**src/rtl/std_linear_sec_pkg.sv**
```systemverilog
// Shared helpers for the linear single-error-correcting (Hamming) encoder/decoder family.
// Parity bits sit at power-of-two positions; data bits fill the remaining positions ascending.
package std_linear_sec_pkg;

    // Number of data bits carried by a code with p parity bits.
    function automatic int sec_n(input int p);
        return (1 << p) - 1 - p;
    endfunction

    // Number of codeword bits for a code with p parity bits.
    function automatic int sec_k(input int p);
        return (1 << p) - 1;
    endfunction

    function automatic logic is_pow2(input int pos);
        return (pos > 0) && ((pos & (pos - 1)) == 0);
    endfunction

    // 1-based codeword position of data bit idx: skip every parity slot at or below it.
    function automatic int data_pos(input int idx);
        int pos;
        pos = idx + 1;
        for (int i = 0; i < 30; i++) begin
            if ((1 << i) <= pos) begin
                pos = pos + 1;
            end
        end
        return pos;
    endfunction

endpackage

```
**src/rtl/std_linear_sec_syndrome.sv**
```systemverilog
// Combinational Hamming syndrome: bit i is the XOR of every codeword position with bit i set.
module std_linear_sec_syndrome
    import std_linear_sec_pkg::*;
#(
    parameter int P = 9,
    localparam int K = sec_k(P)
) (
    input  logic [K-1:0] codeword_i,
    output logic [P-1:0] syndrome_o
);

    always_comb begin
        syndrome_o = '0;
        for (int j = 0; j < K; j++) begin
            for (int i = 0; i < P; i++) begin
                if ((((j + 1) >> i) & 1) != 0) begin
                    syndrome_o[i] = syndrome_o[i] ^ codeword_i[j];
                end
            end
        end
    end

endmodule

```
**src/rtl/std_linear_sec_decoder_pipe.sv**
```systemverilog
// Two-stage streaming SEC decoder: S1 holds syndrome + data bits, S2 holds the corrected word.
// Valid/ready on both sides, full throughput, saturating count of corrected beats.
module std_linear_sec_decoder_pipe
    import std_linear_sec_pkg::*;
#(
    parameter int P     = 9,
    parameter int CNT_W = 32,
    localparam int N    = sec_n(P),
    localparam int K    = sec_k(P)
) (
    input  logic             i_clk,
    input  logic             i_rst_n,
    input  logic             i_valid,
    output logic             o_ready,
    input  logic [K-1:0]     i_codeword,
    output logic             o_valid,
    input  logic             i_ready,
    output logic [N-1:0]     o_word,
    output logic             o_corrected,
    output logic [P-1:0]     o_syndrome,
    input  logic             i_clear_count,
    output logic [CNT_W-1:0] o_err_count
);

    logic             s1Valid_q, s1Valid_d;
    logic             s2Valid_q, s2Valid_d;
    logic [CNT_W-1:0] errCnt_q, errCnt_d;

    logic [N-1:0]     s1Data_q;
    logic [P-1:0]     s1Syn_q;
    logic [N-1:0]     s2Word_q;
    logic             s2Corr_q;
    logic [P-1:0]     s2Syn_q;

    logic [P-1:0]     inSyn;
    logic [N-1:0]     inData;
    logic [N-1:0]     fixWord;

    logic             s2Adv;
    logic             s1Adv;
    logic             inXfer;
    logic             outXfer;

    std_linear_sec_syndrome #(
        .P(P)
    ) u_syndrome (
        .codeword_i (i_codeword),
        .syndrome_o (inSyn)
    );

    // Parity positions are not carried into S1: flipping one never changes the data word.
    for (genvar d = 0; d < N; d++) begin : g_data
        localparam int Pos = data_pos(d);
        assign inData[d]  = i_codeword[Pos-1];
        assign fixWord[d] = s1Data_q[d] ^ (s1Syn_q == P'(Pos));
    end

    assign s2Adv   = !s2Valid_q || i_ready;
    assign s1Adv   = !s1Valid_q || s2Adv;
    assign o_ready = !s1Valid_q || s1Adv;
    assign inXfer  = i_valid && o_ready;
    assign outXfer = s2Valid_q && i_ready;

    always_comb begin
        s1Valid_d = s1Valid_q;
        s2Valid_d = s2Valid_q;
        errCnt_d  = errCnt_q;
        if (s1Adv) begin
            s1Valid_d = i_valid;
        end
        if (s2Adv) begin
            s2Valid_d = s1Valid_q;
        end
        if (i_clear_count) begin
            errCnt_d = '0;
        end else if (outXfer && s2Corr_q && (errCnt_q != '1)) begin
            errCnt_d = errCnt_q + 1'b1;
        end
    end

    always_ff @(posedge i_clk or negedge i_rst_n) begin
        if (!i_rst_n) begin
            s1Valid_q <= 1'b0;
            s2Valid_q <= 1'b0;
            errCnt_q  <= '0;
        end else begin
            s1Valid_q <= s1Valid_d;
            s2Valid_q <= s2Valid_d;
            errCnt_q  <= errCnt_d;
        end
    end

    // Payload registers are qualified by the valid bits, so they need no reset.
    always_ff @(posedge i_clk) begin
        if (inXfer) begin
            s1Data_q <= inData;
            s1Syn_q  <= inSyn;
        end
        if (s2Adv && s1Valid_q) begin
            s2Word_q <= fixWord;
            s2Corr_q <= |s1Syn_q;
            s2Syn_q  <= s1Syn_q;
        end
    end

    assign o_valid     = s2Valid_q;
    assign o_word      = s2Word_q;
    assign o_corrected = s2Corr_q;
    assign o_syndrome  = s2Syn_q;
    assign o_err_count = errCnt_q;

endmodule

```
**config.mk**
```make
export PLATFORM = sky130hd
export DESIGN_NAME = std_linear_sec_decoder_pipe
export DESIGN_NICKNAME = d
export VERILOG_FILES = /design/src/rtl/std_linear_sec_pkg.sv /design/src/rtl/std_linear_sec_syndrome.sv /design/src/rtl/std_linear_sec_decoder_pipe.sv
export SDC_FILE = /design/constraint.sdc
export NUM_CORES = 2
export LEC_CHECK = 0
export CAP_MARGIN = 25
export CORE_AREA = 3 3 414 416
export CTS_BUF_LIST = sky130_fd_sc_hd__clkbuf_8
export CTS_CLUSTER_DIAMETER = 60
export CTS_CLUSTER_SIZE = 30
export DETAILED_ROUTE_END_ITERATION = 10
export DIE_AREA = 0 0 417 419
export SETUP_SLACK_MARGIN = 0.1
export SKIP_CTS_REPAIR_TIMING = 1
export SYNTH_ARGS = -nofsm -noshare
export SYNTH_HDL_FRONTEND = slang
export SYNTH_SLANG_ARGS = --single-unit --ignore-timing --ignore-initial --compat-mode --unroll-limit 50000
```
**constraint.sdc**
```tcl
create_clock -name i_clk -period 14.36 [get_ports i_clk]
set_input_delay 4.308 -clock i_clk [delete_from_list [all_inputs] [get_ports i_clk]]
set_output_delay 4.308 -clock i_clk [all_outputs]
set_load 0.03 [all_outputs]
```
# Word level (Yosys, flattened, before mapping)
# Cells that the tools add are included.
[word_totals]
ff_bits = 1057
in_bits = 516
output_inout_bits = 546
[op_classes]
add_sub_neg = 1
eq_ne = 503
muxes = 2
bitwise = 2797
reduce_logical = 12
[ops]
columns = ["cell", "count"]
rows = [
  ["XOR 1 bit", 2797],
  ["== test 9 bit (second input constant)", 255],
  ["== test 9 x 8 -> 1 bit (second input constant)", 127],
  ["== test 9 x 7 -> 1 bit (second input constant)", 63],
  ["== test 9 x 6 -> 1 bit (second input constant)", 31],
  ["== test 9 x 5 -> 1 bit (second input constant)", 15],
  ["2-to-1 mux 32 bit", 2],
  ["== test 9 x 4 -> 1 bit (second input constant)", 7],
  ["adder 32 x 1 -> 32 bit (second input constant)", 1],
  ["inequality test 32 bit (second input constant)", 1],
  ["== test 9 x 3 -> 1 bit (second input constant)", 3],
  ["== test 9 x 2 -> 1 bit (second input constant)", 1],
  ["OR reduction 9 bit", 1],
  ["logical AND 1 bit", 5],
  ["logical OR 1 bit", 3],
  ["zero test 1 bit", 2],
  ["nonzero test 2 bit", 1],
]

# Depth between registers and ports, before layout
[depth]
depth_word = 255
depth_mapped = 8
ltp_nobuf = 7

# Cells and area by module
# From an unflattened synthesis, not the netlist that was laid out.
[unflattened]
hier_cells = 3387
area_unflattened_um2 = 49824.0
[by_module_without_submodules]
columns = ["mod", "instances", "cells_each", "area_per_inst_um2", "seq_area_each_um2"]
rows = [
  ["std_linear_sec_decoder_pipe", 1, 2398, 39733.1, 31570.3],
  ["std_linear_sec_syndrome", 1, 989, 10090.9, 0.0],
]

# Worst setup path after synthesis
# OpenSTA, ideal clock, no wires.
[synth_path]
kind = "input port to flip-flop"
start = "input i_ready"
end = "register s1Data_q[0], enable pin"
setup_time_ns = 0.939
arrival_time_ns = 16.196
slack_ns = -2.775
path_stages = 2
n_path_buf = 0
path_cell_list = "nand3b_1 > and2_1"
[synth_via]
elab_chain_cells = 4
[synth_rtl]
columns = ["element", "line", "rtl"]
rows = [
  ["from (decl)", "std_linear_sec_decoder_pipe.sv:17", "input logic i_ready,"],
  ["logical OR 1 bit", "std_linear_sec_decoder_pipe.sv:58", "assign s2Adv = !s2Valid_q || i_ready;"],
  ["logical OR 1 bit", "std_linear_sec_decoder_pipe.sv:59", "assign s1Adv = !s1Valid_q || s2Adv;"],
  ["logical OR 1 bit", "std_linear_sec_decoder_pipe.sv:60", "assign o_ready = !s1Valid_q || s1Adv;"],
  ["logical AND 1 bit", "std_linear_sec_decoder_pipe.sv:61", "assign inXfer = i_valid && o_ready;"],
  ["via inXfer", "std_linear_sec_decoder_pipe.sv:41", "logic inXfer;"],
  ["to (signal assigned)", "std_linear_sec_decoder_pipe.sv:96", "s1Data_q <= inData;"],
  ["to (decl)", "std_linear_sec_decoder_pipe.sv:29", "logic [N-1:0] s1Data_q;"],
]
# The timed path passes the listed nets, and every way through them passes these cells.
# A chain may end at the register's enable or synchronous reset.

# Final worst setup path
[layout_path]
start = "input i_ready"
end = "output o_ready"
[layout_via]
elab_chain_cells = 3
[layout_rtl]
columns = ["element", "line", "rtl"]
rows = [
  ["logical OR 1 bit", "std_linear_sec_decoder_pipe.sv:58", ""],
  ["logical OR 1 bit", "std_linear_sec_decoder_pipe.sv:59", ""],
  ["logical OR 1 bit", "std_linear_sec_decoder_pipe.sv:60", ""],
  ["to (decl)", "std_linear_sec_decoder_pipe.sv:14", "output logic o_ready,"],
]
# No other way between the ends.

==> flow_summary_export.csv <==
group,metric,value,unit
floorplan,die_h,419,um
timing,fin_setup_tns,0,ns
timing,final.setup.worst_slack,4.40,ns
logic_synthesis,syn_avg_cell_area,14.7,um2
logic_synthesis,netlist_area,49100,um2
power,p_per_area,162,nW/um2
timing,period_needed,9.96,ns
global_routing,grtUsageTotal,29.9,%
cts,cts_buffer_depth,3,
power,internal_power,0.00671,W
logic_synthesis,syn_nets,3860,
global_routing,grt_start_max_net_pins,154,
logic_synthesis,seq_area_frac_synth,64.2,%
timing,tightest_slew,1.28,ns
cts,h-tree-depth,3,
power,p_leak,22.4,nW
route,drc,0,
route,first_pass_iters,7,
layout,syn_to_final_growth,34.2,%
timing,max_freq,100,MHz
cts,cts_buffers,104,
cts,cts.sinks,1057,
timing,slew_headroom,14.4,%
cts,clk_pin_slew,0.11,ns
logic_synthesis,synth_cells,3343,
floorplan,die_w,417,um
timing,slew_viol_final,0,
global_routing,antenna_found_initial,50,
route,routed_wl,269,mm
floorplan,ios,1062,
cts,clock_latency,0.91,ns
route,via_per_inst,4.84,
floorplan,core_area,168000,um2
worst_setup_path,r2r_cells,6,
power,p_comb_share,40.2,%
route,maxUsedRoutingLayer,"met5",
logic_synthesis,synth_cell_types,26,
timing,grt_setup_unrepaired,"no",
layout,fin_area,65900,um2
min_path,min_path_type,"reg2reg",
route,vias,33000,
layout,fillCellCount,15700,
worst_setup_path,cp-end-kind,"primary output",
worst_setup_path,r2r_slack,10.81,ns
worst_setup_path,critPathArrivalTime,5.65,ns
worst_setup_path,cp-start-kind,"input port",
power,clkPwrFrac,23.1,%
layout,nets,5014,
placed_design,place_congestion,0.924,
worst_setup_path,critical_path_class,"in2out",
route,routedWlPerCell,39.5,um
timing,finalHoldViolCount,0,
timing,fin_skew,0.0479,ns
worst_setup_path,crit_required,10.05,ns
placed_design,post_dp_cell_area,63000,um2
route,met1_length,106,mm
global_routing,grt_pass1_wl,334,mm
timing,timing.final.crit_share,69.3,%
worst_setup_path,crit-reg2reg-launch,"s1Syn_q[5]",
min_path,min_from,"s1Valid_q",
floorplan,dieArea,175000,um2
placed_design,preCtsSetupSlack,4.40,ns
global_routing,grt_pass1_vias,31700,
route,drtIter0Drc,4081,
layout,layout-drive-gt1-share,6.71,%
cts,cts_tree,"built",
power,switchingPower,0.00397,W
timing,timing.hold.ws,0.520,ns
power,power_frac_seq,36.8,%
global_routing,grt.overflow.total,0,
logic_synthesis,ys.warnings.count,0,
placed_design,post-dp-hpwl,213,mm
flow_run,maxCapViolations,0,
route,route.met3.wl,17.4,mm
layout,finalCoreUtilization,39.3,%
min_path,holdPathEnd,"o_valid",
floorplan,initial_core_util,29.3,%
route,drtAntennaViolNets,0,
min_path,holdPathStages,1,
worst_setup_path,r2r_end,"o_word[473]",
timing,setup_viol,0,
power,peakVddDrop,0.000189,V
floorplan,core.rowCount,150,
worst_setup_path,cp_max_fo,3,
logic_synthesis,synth_seq_cells,1057,
cts,cts-root-buf,"clkbuf_8",
power,switching_share,37.2,%
placed_design,io_buffers,1061,
route,dr_wl_met2,132,mm
run_status,status,"finished clean",
-- flip-flops by register name, indices dropped and copies added, names as in the netlist --
register,count
o_valid,1
s1Syn_q,9
o_word,502
o_err_count,32
o_corrected,1
s1Data_q,502
s1Valid_q,1
o_syndrome,9
-- worst max-delay path, cell delays in order --
cell and delay, ns:
clkdlybuf4s50_1 0.50, nand3b_1 0.16, clkdlybuf4s50_1 0.68
-- metrics by stage --
stage	power [W]	instances
final	0.0107	6813
after global routing	0.0109	6805
after CTS	0.0107	6792
after detailed placement	0.00824	6594
after global placement	0.00820	6587
after floorplan	0.00661	3343
-- area by class of cell --
| type | count | area [um2] | share of cell area (%) |
|---|---|---|---|
| Antenna cell | 20 | 50.0 | 0.0759 |
| Clock buffer | 105 | 1450 | 2.19 |
| Clock inverter | 93 | 1420 | 2.15 |
| Inverter | 2 | 7.51 | 0.0114 |
| Multi-Input combinational cell | 2197 | 17400 | 26.4 |
| Sequential cell | 1057 | 31600 | 47.9 |
| Tap cell | 2204 | 2760 | 4.18 |
| Timing Repair Buffer | 1135 | 11300 | 17.1 |
-- cells in the mapped netlist, drive strengths merged --
cell	count	area share [%]
dfrtp	34	1.7
edfxtp	1023	63
nand2	288	2.2
and3	7	0.089
inv	2	0.015
nand3b	1	0.015
nand4	14	0.18
nor3b	1	0.015
nand2b	7	0.089
ha	1	0.025
a21boi	1	0.015
a21oi	2	0.020
nand3	24	0.24
mux2i	1	0.020
xnor3	88	4.0
xor3	2	0.097
clkbuf	87	0.66
nor3	10	0.10
nor4	2	0.025
nor2	314	2.4
xor2	399	7.1
nor2b	4	0.051
and2	6	0.076
xnor2	1025	18
-- per-layer routing --
layer | track usage [%] | up-vias
li1 | - | 13600
met1 | 37.1 | 17000
met2 | 51.0 | 1902
met3 | 5.05 | 399
met4 | 13.4 | 20
met5 | 0 | -
-- logic make-up (layout without fill, tap and decap cells) --
family | after synthesis | count (layout) | synth area share (%)
buffers and inverters | 89 | 1335 | 0.680
XOR/XNOR | 1514 | 1514 | 29.5
multiplexers | 1 | 1 | 0.0204
other | 0 | 20 | 0
AO/OA/AOI/OAI | 3 | 3 | 0.0356
adder cells (fa/ha/maj) | 1 | 1 | 0.0255
flip-flops | 1057 | 1057 | 64.2
AND/OR/NAND/NOR | 678 | 678 | 5.48
-- worst max-delay path by stage --
stage / start / endpoint / slack, ns
floorplan: i_ready / s1Data_q[0] / 2.95
global placement: i_ready / o_ready / 4.41
detailed placement: i_ready / o_ready / 4.40
CTS: i_ready / o_ready / 4.39
global route: i_ready / o_ready / 4.35
finish: i_ready / o_ready / 4.40
-- cells in the final DEF, fill, tap and decap left out, types with 4 or more instances in the layout --
cell type        Yosys  routed
diode_2              0      20
clkinv_8             0      19
nand3_1             24      20
xor2_1             399     399
buf_4                0      66
clkbuf_8             0     105
xnor2_1           1025    1025
nor2_1             314     306
nor2b_1              4       4
dfrtp_1             34      34
inv_6                0       8
xnor3_1             85      85
clkinv_2             0       4
edfxtp_1          1023    1023
inv_8                0      13
nand4_1             14      14
clkinvlp_4           0       6
inv_16               0      14
nand3_2              0       4
and2_1               6       4
nor3_2               0       5
bufinv_16            0       5
nor2_4               0       7
clkdlybuf4s50_1      0    1061
and3_1               7       7
inv_12               0      17
buf_16               0       4
nand2b_1             7       7
nand2_1            288     275
nor3_1              10       4
nand2_2              0      13
-- power by group through the flow --
| stage | Clock, W | Combinational, W | Sequential, W |
|---|---|---|---|
| after floorplan | 0 | 0.00237 | 0.00423 |
| after global placement | 0 | 0.00422 | 0.00399 |
| after detailed placement | 0 | 0.00425 | 0.00399 |
| after CTS | 0.00251 | 0.00428 | 0.00392 |
| after global routing | 0.00261 | 0.00439 | 0.00394 |
| final | 0.00246 | 0.00429 | 0.00393 |
Note: power is estimated with default switching activity, not from simulation.
